## src/rtl/mux_pkg.sv

```systemverilog
// Shared constants for the pixel-source selector family.
package mux_pkg;

    localparam int PIX_W = 6;

    localparam logic MODE_FIXED = 1'b0;
    localparam logic MODE_PRIO  = 1'b1;

endpackage

```

## src/rtl/prio_enc_n.sv

```systemverilog
// Lowest-index-wins priority encoder over an N-bit valid vector.
module prio_enc_n #(
    parameter int N     = 4,
    parameter int IDX_W = $clog2(N)
) (
    input  logic [N-1:0]     valid,
    output logic [IDX_W-1:0] idx,
    output logic             any_valid
);

    logic [IDX_W-1:0] idx_s;

    // Scan from the top so the lowest set bit is the last one written.
    always_comb begin
        idx_s = {IDX_W{1'b0}};
        for (int i = N - 1; i >= 0; i--) begin
            idx_s = valid[i] ? IDX_W'(i) : idx_s;
        end
    end

    assign idx       = idx_s;
    assign any_valid = |valid;

endmodule

```

## src/rtl/mux_n_sync.sv

```systemverilog
// N-channel pixel-source selector with registered output, priority compositing
// and select changes deferred to a frame/line boundary.
module mux_n_sync
    import mux_pkg::*;
#(
    parameter int CHANNELS = 4,
    parameter int WIDTH    = PIX_W,
    parameter int SEL_W    = $clog2(CHANNELS)
) (
    input  logic                      clk,
    input  logic                      rst,
    input  logic [CHANNELS*WIDTH-1:0] in_data,
    input  logic [CHANNELS-1:0]       in_valid,
    input  logic                      mode,
    input  logic [SEL_W-1:0]          sel_req,
    input  logic                      sel_load,
    input  logic                      boundary,
    input  logic                      blank,
    output logic [WIDTH-1:0]          out_data,
    output logic                      out_valid,
    output logic [SEL_W-1:0]          sel_active,
    output logic                      switch_pending,
    output logic                      sel_err
);

    // One extra bit so CHANNELS itself is representable for the range check.
    localparam logic [SEL_W:0] CH_LIM = (SEL_W + 1)'(CHANNELS);

    logic [SEL_W-1:0] sel_active_r;
    logic [SEL_W-1:0] pending_r;
    logic             switch_pending_r;
    logic             sel_err_r;
    logic [WIDTH-1:0] out_data_r;
    logic             out_valid_r;

    logic             req_ok_s;
    logic             load_ok_s;
    logic             load_bad_s;
    logic [SEL_W-1:0] prio_idx_s;
    logic             prio_any_s;
    logic [WIDTH-1:0] next_data_s;
    logic             next_valid_s;

    assign req_ok_s   = ({1'b0, sel_req} < CH_LIM);
    assign load_ok_s  = sel_load & req_ok_s;
    assign load_bad_s = sel_load & ~req_ok_s;

    prio_enc_n #(
        .N     (CHANNELS),
        .IDX_W (SEL_W)
    ) u_prio (
        .valid     (in_valid),
        .idx       (prio_idx_s),
        .any_valid (prio_any_s)
    );

    // Select bookkeeping: a load waits for a boundary unless both arrive together.
    always_ff @(posedge clk or posedge rst) begin
        if (rst) begin
            sel_active_r     <= {SEL_W{1'b0}};
            pending_r        <= {SEL_W{1'b0}};
            switch_pending_r <= 1'b0;
            sel_err_r        <= 1'b0;
        end else begin
            if (load_bad_s) begin
                sel_err_r <= 1'b1;
            end
            if (boundary && load_ok_s) begin
                sel_active_r     <= sel_req;
                switch_pending_r <= 1'b0;
            end else if (boundary && switch_pending_r) begin
                sel_active_r     <= pending_r;
                switch_pending_r <= 1'b0;
            end else if (load_ok_s) begin
                pending_r        <= sel_req;
                switch_pending_r <= 1'b1;
            end
        end
    end

    // Next output word; blank overrides both selection modes.
    always_comb begin
        next_data_s  = {WIDTH{1'b0}};
        next_valid_s = 1'b0;
        if (blank) begin
            next_data_s  = {WIDTH{1'b0}};
            next_valid_s = 1'b0;
        end else begin
            case (mode)
                MODE_FIXED: begin
                    next_data_s  = in_data[int'(sel_active_r)*WIDTH +: WIDTH];
                    next_valid_s = in_valid[sel_active_r];
                end
                MODE_PRIO: begin
                    if (prio_any_s) begin
                        next_data_s  = in_data[int'(prio_idx_s)*WIDTH +: WIDTH];
                        next_valid_s = 1'b1;
                    end else begin
                        next_data_s  = {WIDTH{1'b0}};
                        next_valid_s = 1'b0;
                    end
                end
                default: begin
                    next_data_s  = {WIDTH{1'b0}};
                    next_valid_s = 1'b0;
                end
            endcase
        end
    end

    // Output register stage feeding the VGA output.
    always_ff @(posedge clk or posedge rst) begin
        if (rst) begin
            out_data_r  <= {WIDTH{1'b0}};
            out_valid_r <= 1'b0;
        end else begin
            out_data_r  <= next_data_s;
            out_valid_r <= next_valid_s;
        end
    end

    assign out_data       = out_data_r;
    assign out_valid      = out_valid_r;
    assign sel_active     = sel_active_r;
    assign switch_pending = switch_pending_r;
    assign sel_err        = sel_err_r;

endmodule

```

## config.mk

```make
export PLATFORM = sky130hd
export DESIGN_NAME = mux_n_sync
export DESIGN_NICKNAME = d
export VERILOG_FILES = /design/src/rtl/mux_pkg.sv /design/src/rtl/prio_enc_n.sv /design/src/rtl/mux_n_sync.sv
export SDC_FILE = /design/constraint.sdc
export NUM_CORES = 1
export LEC_CHECK = 0
export CORE_AREA = 8 8 58 60
export DETAILED_ROUTE_END_ITERATION = 8
export DIE_AREA = 0 0 66 68
export PLACE_DENSITY = 0.77
export SYNTH_ARGS = -nofsm -noshare
export SYNTH_HDL_FRONTEND = slang
export SYNTH_SLANG_ARGS = --single-unit
```

## constraint.sdc

```tcl
create_clock -name clk -period 1.75 [get_ports clk]
set_input_delay 0.175 -clock clk [delete_from_list [all_inputs] [get_ports clk]]
set_output_delay 0.175 -clock clk [all_outputs]
set_load 0.02 [all_outputs]
```

==> impl_metrics.ini, run 1 <==
[clock_network]
ctsHoldBuffers = 0
h-tree-depth = 1
clock_path_buffers = 2
cts_post_setup_buffers_inserted = 0
cts_buffers = 3
cts_resized = 0
clock_latency_ns = 0.27
cts_tree = done
cts_root_buf = clkbuf_4
clk_pin_slew_ns = 0.07
numClockSinks = 12

[sta]
fin_skew_ns = 0.00245
fin_crit_sh = 0.948
setup_slack_ns = 0.0917
hold_viol_final = 0
setup_viol = 0
fin_crit_ns = 1.66
setup_tns_ns = 0
holdWs_ns = 0.206
worst_pin_slew_ns = 0.495
rsz0062_at_grt = no
relSlewSlack = 0.669
max_freq_mhz = 603
drv_slew = 0

[global_route]
grt_pass1_vias = 1013
antenna_found_initial = 0
grt_pass1_wl_um = 4640
grt_overflow = 0
grt_max_degree = 13
grt.total_usage = 0.130

[logic_synthesis]
yosys_warnings = 0
yosysSeqAreaShare = 0.320
ys_top_cells_by_area = dfrtp_1 (32%), mux2_2 (17%), a222oi_1 (5.3%), a22oi_1 (4.8%), nand2_1 (4.8%)
netlist_area_um2 = 937
synth.distinct_cells = 28
syn_inst = 89
synth_top_area_frac = 0.320
synth-seq-cells = 12
yosysTopAreaCell = dfrtp_1
synthesis.nets = 125
synth_area_per_cell_um2 = 10.5

[critical_path]
r2r_cells = 4
crit_type = reg2out
cp.arrival_ns = 1.48
cp_max_fo = 8
end_kind = primary output
path_buf_inv = 1
reg2reg_slack_ns = 0.15
crit_slowest_cell = clkdlybuf4s50_1
crit_path_cell_trace = clkdlybuf4s50_1
start_kind = register
cp_top_family = buffers and inverters
crit_required_ns = 1.57
reg2reg_from = sel_active[1]
r2r-end = out_data[1]
cp_slowest_stage_delay_ns = 0.68

[final_layout]
nNetsFinal = 175
drive_gt1_frac = 0.226
areaGrowthSynthToFinish_pct = 54.2
nFillCells = 228
antenna_cells = 0
mostFrequentLayoutCell = clkdlybuf4s50_1
final_cell_mix = clkdlybuf4s50_1 (45), mux2_2 (14), nand2_1 (12), dfrtp_1 (12)

[floorplan]
die_y_um = 68
io_pins = 47
core_area_um2 = 2570
die_area_um2 = 4490
rows = 19
fp.dieW_um = 66
initial_core_util = 0.365

[pwr]
p_per_area_nw_per_um2 = 602
vdd_ir_drop_max_mv = 0.426
p_total_mw = 0.869
total_leakage_power_nw = 0.577

[job]
drv_cap = 0

[drt]
post-route-drc-count = 0
drtPass1Iterations = 5
ant_nets = 0
wire_per_inst_um = 17.1
totalWireLength_um = 2880
drt_iter0_markers = 55
via_per_inst = 5.60
vias = 940

[status]
status = complete, no violations

[placed_design]
portBuffers = 45
gp_congestion = 0.814
dp_hpwl_um = 2360
pre_cts_slack_ns = 0.0866

[min_path]
hold_class = in2async
-- layout make-up --
| class | instances | area, µm² | share of cell area |
|---|---|---|---|
| multi-input cells | 72 | 599 | 0.415 |
| flip-flops and latches | 12 | 300 | 0.208 |
| inverters | 1 | 3.75 | 0.00260 |
| clock buffers | 3 | 22.5 | 0.0156 |
| repair buffers | 49 | 480 | 0.332 |
| well taps | 31 | 38.8 | 0.0268 |
-- per-stage QoR --
| stage | utilization | cell area (µm²) | std cells |
|---|---|---|---|
| after floorplan | - | 937 | 89 |
| after global placement | 0.554 | 1420 | 165 |
| after detailed placement | 0.554 | 1420 | 165 |
| after CTS | 0.563 | 1450 | 168 |
| after global routing | 0.563 | 1450 | 168 |
| final | 0.563 | 1450 | 168 |
-- flip-flops by register name, summed over array words and instances (netlist names) --
signal,cells
switch_pending,1
sel_active,2
out_data,6
out_valid,1
pending_r,2
-- logic make-up after synthesis --
logic type | count (synthesis) | synth area share
AO/OA/AOI/OAI | 21 | 0.183
buffers and inverters | 5 | 0.0400
flip-flops | 12 | 0.320
multiplexers | 15 | 0.196
other | 1 | 0.00400
AND/OR/NAND/NOR | 35 | 0.256
-- cells in the mapped netlist --
cell,instances
nor2_1,3
buf_4,1
buf_1,1
a22oi_1,6
nor4b_4,1
inv_1,1
o211ai_1,6
nand2b_1,1
o21ai_0,1
a222oi_1,5
nand4b_1,1
nand2_1,12
nor3_1,1
a22o_1,2
or4_4,1
nor2b_1,1
and3b_2,1
conb_1,1
nand2_4,1
mux4_1,1
and2b_2,5
dfrtp_1,12
and2b_1,4
nand3b_1,2
nor3b_2,1
mux2_2,14
a221oi_1,1
buf_6,2
-- worst max-delay path by stage --
stage	from	end	slack [ns]	cells after the start
4_1_cts	sel_active[1]	sel_active[1]	0.08	1
2_1_floorplan	sel_active[1]	out_data[3]	0.32	4
3_5_place_dp	in_valid[2]	out_data[1]	0.09	4
5_1_grt	sel_active[1]	sel_active[1]	0.06	1
3_3_place_gp	in_valid[2]	out_data[2]	0.12	4
6_report	sel_active[1]	sel_active[1]	0.09	1
-- layer usage --
metal  vias up  track usage  wire [µm]
met5         -            0          0
met4         0       0.0613         75
met3         7       0.0426        270
met2        43        0.230       1430
met1       447        0.138       1100
li1        443            -          -
-- power breakdown --
part           internal, mW  switching, mW  leakage, nW
clock network        0.0798         0.0863       0.0138
registers             0.311         0.0271        0.152
logic                 0.217          0.149        0.411
total                 0.607          0.262        0.577
Power figures use the tool's default switching activity.
==> run 2: changes to the inputs <==
--- a/config.mk
+++ b/config.mk
@@ -9,6 +9,7 @@
 export DETAILED_ROUTE_END_ITERATION = 8
 export DIE_AREA = 0 0 66 68
 export PLACE_DENSITY = 0.77
+export SKIP_CTS_REPAIR_TIMING = 1
 export SYNTH_ARGS = -nofsm -noshare
 export SYNTH_HDL_FRONTEND = slang
 export SYNTH_SLANG_ARGS = --single-unit
==> constraint.sdc (replaced) <==
create_clock -name clk -period 1.7 [get_ports clk]
set_input_delay 0.17 -clock clk [delete_from_list [all_inputs] [get_ports clk]]
set_output_delay 0.17 -clock clk [all_outputs]
set_load 0.02 [all_outputs]
==> impl_metrics.ini, run 2 (same netlist as run 1, synthesis figures left out) <==
[status]
status = complete, no violations

[clock_network]
clock_latency_ns = 0.26
numClockSinks = 12
cts_root_buf = clkbuf_4
h-tree-depth = 1
cts_tree = done
cts_buffers = 3
clk_pin_slew_ns = 0.07
clock_path_buffers = 2

[sta]
hold_viol_final = 0
drv_slew = 0
fin_crit_ns = 1.65
max_freq_mhz = 605
fin_skew_ns = 0.00211
setup_tns_ns = 0
fin_crit_sh = 0.972
setup_viol = 0
rsz0062_at_grt = no

[critical_path]
cp_slowest_stage_delay_ns = 0.68
cp.arrival_ns = 1.48
crit_required_ns = 1.53
r2r-end = out_data[1]
r2r_cells = 4
cp_max_fo = 8
path_buf_inv = 1
start_kind = register
end_kind = primary output
crit_slowest_cell = clkdlybuf4s50_1
crit_type = reg2out
cp_top_family = buffers and inverters
crit_path_cell_trace = clkdlybuf4s50_1
reg2reg_from = sel_active[1]
reg2reg_slack_ns = 0.12

[pwr]
vdd_ir_drop_max_mv = 0.445
p_per_area_nw_per_um2 = 644
total_leakage_power_nw = 0.589

[placed_design]
gp_congestion = 0.822
dp_cells = 166
portBuffers = 45
dp_hpwl_um = 2330

[drt]
drtPass1Iterations = 5
totalWireLength_um = 2860
drt_iter0_markers = 63
wire_per_inst_um = 16.8
vias = 933
ant_nets = 0
post-route-drc-count = 0
via_per_inst = 5.49

[final_layout]
antenna_cells = 0
drive_gt1_frac = 0.237
final_cells = 170
nNetsFinal = 176
mostFrequentLayoutCell = clkdlybuf4s50_1
largest_reg_flops = 6
final_cell_mix = clkdlybuf4s50_1 (45), mux2_2 (14), nand2_1 (12), dfrtp_1 (12)
areaGrowthSynthToFinish_pct = 56.5

[floorplan]
core_area_um2 = 2570
fp.dieW_um = 66
io_pins = 47
die_y_um = 68
die_area_um2 = 4490
rows = 19
initial_core_util = 0.365

[global_route]
grt_max_degree = 13
grt.total_usage = 0.128
grt_pass1_wl_um = 4630
grt_pass1_vias = 1012
antenna_found_initial = 0
grt_overflow = 0

[job]
drv_cap = 0

[min_path]
hold_class = in2async
## run 2: changes by cell type in the layout (fill, tap and decap cells not counted)
cell,change
buf_4,+1
clkbuf_8,+1
## run 2: how the worst max path moves through the flow
stage,endpoint,depth (start not counted),start,slack [ns]
2_1_floorplan,out_data[3],4,sel_active[1],0.27
5_1_grt,out_data[1],4,sel_active[1],0.02
3_5_place_dp,out_data[0],4,in_valid[2],0.03
3_3_place_gp,out_data[2],4,in_valid[2],0.07
4_1_cts,sel_active[1],1,sel_active[1],0.04
6_report,sel_active[1],1,sel_active[1],0.05
## run 2: cell type report
type	instances	area, µm²
Tap cell	31	38.8
Multi-Input combinational cell	72	599
Inverter	1	3.75
Clock buffer	4	36.3
Timing Repair Buffer	50	488
Fill cell	222	1100
Sequential cell	12	300
## run 2: where the power goes
group / total, mW / internal [mW] / switching, mW
sequential: 0.349 / 0.320 / 0.0288
combinational: 0.376 / 0.224 / 0.151
clock: 0.220 / 0.130 / 0.0897
total: 0.944 / 0.674 / 0.270
## run 2: per-layer routing
metal  track usage  vias to the layer above  share of wire  routed length (µm)
met4        0.0533                        0         0.0067                  19
met2         0.225                       46           0.51                1470
li1              -                      446              -                   -
met1         0.144                      439           0.38                1090
met5             0                        -              0                   0
met3        0.0344                        2          0.097                 278
## run 2: metrics by stage
stage          utilization  setup WS [ns]  power [mW]  cell area (µm²)  hold slack, ns
6_report             0.571         0.0469       0.944             1470           0.214
4_1_cts              0.571         0.0382       0.952             1470           0.223
3_3_place_gp         0.557         0.0702       0.722             1430           0.491
5_1_grt              0.571         0.0210       0.993             1470           0.270
2_1_floorplan            -          0.267       0.541              937          0.0347
3_5_place_dp         0.557         0.0293       0.731             1430           0.501
==> run 3: changes to the inputs <==
--- a/config.mk
+++ b/config.mk
@@ -5,9 +5,9 @@
 export SDC_FILE = /design/constraint.sdc
 export NUM_CORES = 1
 export LEC_CHECK = 0
-export CORE_AREA = 8 8 58 60
+export CORE_AREA = 2 2 52 54
 export DETAILED_ROUTE_END_ITERATION = 8
-export DIE_AREA = 0 0 66 68
+export DIE_AREA = 0 0 54 56
 export PLACE_DENSITY = 0.77
 export SKIP_CTS_REPAIR_TIMING = 1
 export SYNTH_ARGS = -nofsm -noshare
==> impl_metrics.ini, run 3 (same netlist as run 1, synthesis figures left out) <==
[critical_path]
r2r_cells = 3
crit_required_ns = 1.53
cp_top_family = buffers and inverters
cp_max_fo = 15
end_kind = primary output
reg2reg_slack_ns = 0.22
reg2reg_from = sel_active[0]
path_buf_inv = 2
crit_path_cell_trace = buf_4, clkdlybuf4s50_1
cp.arrival_ns = 1.48
crit_type = reg2out
cp_slowest_stage_delay_ns = 0.64
crit_slowest_cell = clkdlybuf4s50_1
r2r-end = out_data[2]
start_kind = register

[pwr]
p_total_mw = 0.955
total_leakage_power_nw = 0.583
p_per_area_nw_per_um2 = 655
vdd_ir_drop_max_mv = 0.329

[sta]
setup_viol = 0
drv_slew = 0
max_freq_mhz = 607
rsz0062_at_grt = no
hold_viol_final = 0
fin_skew_ns = 0.00104
worst_pin_slew_ns = 0.761
fin_crit_sh = 0.969
relSlewSlack = 0.489
fin_crit_ns = 1.65

[placed_design]
dp_hpwl_um = 2150
postPlaceCellArea_um2 = 1420
portBuffers = 45
gp_congestion = 0.848

[final_layout]
mostFrequentLayoutCell = clkdlybuf4s50_1
final_cell_mix = clkdlybuf4s50_1 (45), mux2_2 (14), nand2_1 (12), dfrtp_1 (12)
nFillCells = 231
areaGrowthSynthToFinish_pct = 55.5
nNetsFinal = 175
largest_reg_flops = 6
fin_area_um2 = 1460
antenna_cells = 0
drive_gt1_frac = 0.232

[global_route]
grt_pass1_wl_um = 4320
grt.total_usage = 0.195
grt_pass1_vias = 929
grt_overflow = 0
grt_max_degree = 16
antenna_found_initial = 0

[drt]
wire_per_inst_um = 16.9
ant_nets = 0
via_per_inst = 5.65
drt_iter0_markers = 40
drtPass1Iterations = 4
post-route-drc-count = 0
vias = 950
totalWireLength_um = 2830

[floorplan]
initial_core_util = 0.385
die_area_um2 = 3020
die_y_um = 56
core_area_um2 = 2430
io_pins = 47
rows = 18
fp.dieW_um = 54

[clock_network]
cts_buffers = 3
numClockSinks = 12
clock_path_buffers = 2
cts_tree = done
cts_root_buf = clkbuf_4
clock_latency_ns = 0.28
h-tree-depth = 1
clk_pin_slew_ns = 0.07

[min_path]
hold_class = in2async

[job]
drv_cap = 0

[status]
status = complete, no violations
[run 3: changes by cell type in the layout (fill, tap and decap cells not counted), sizes merged]
cell	previous run	this run
buf	5	4
[run 3: how the worst max path moves through the flow]
stage                             start       endpoint  slack (ns)  cells past startpoint
final                     sel_active[1]  sel_active[1]        0.05                      2
after global routing      sel_active[1]  sel_active[1]       0.005                      2
after CTS                 sel_active[1]  sel_active[1]        0.04                      2
after detailed placement    in_valid[2]    out_data[5]       -0.03                      5
after global placement      in_valid[2]    out_data[1]        0.03                      5
after floorplan           sel_active[1]    out_data[3]        0.27                      4
[run 3: metrics by stage]
step | hold slack (ns) | setup WS (ns) | util | instances | setup TNS (ns)
floorplan | 0.0347 | 0.267 | - | 89 | 0
global placement | 0.495 | 0.0349 | 0.584 | 164 | 0
detailed placement | 0.498 | -0.0326 | 0.584 | 164 | -0.0579
CTS | 0.195 | 0.0390 | 0.599 | 168 | 0
global route | 0.238 | 0.00499 | 0.599 | 168 | 0
finish | 0.187 | 0.0533 | 0.599 | 168 | 0
[run 3: routing by layer]
metal / share of wire / up-vias / GRT usage
met5: 0 / - / 0
met4: 0.018 / 0 / 0.0750
met3: 0.066 / 5 / 0.0188
met2: 0.54 / 49 / 0.357
met1: 0.38 / 452 / 0.220
li1: - / 444 / -
[run 3: layout make-up]
| cell class | count | area [µm²] | area share |
|---|---|---|---|
| clock buffer | 4 | 36.3 | 0.0249 |
| inverter | 1 | 3.75 | 0.00258 |
| multi-input combinational | 72 | 599 | 0.411 |
| sequential | 12 | 300 | 0.206 |
| tap | 30 | 37.5 | 0.0258 |
| timing repair buffer | 49 | 480 | 0.330 |
[run 3: report_power, final]
| group | leakage, nW | internal, mW | switching (mW) |
|---|---|---|---|
| clock | 0.0210 | 0.130 | 0.0990 |
| combinational | 0.411 | 0.223 | 0.163 |
| sequential | 0.152 | 0.320 | 0.0194 |
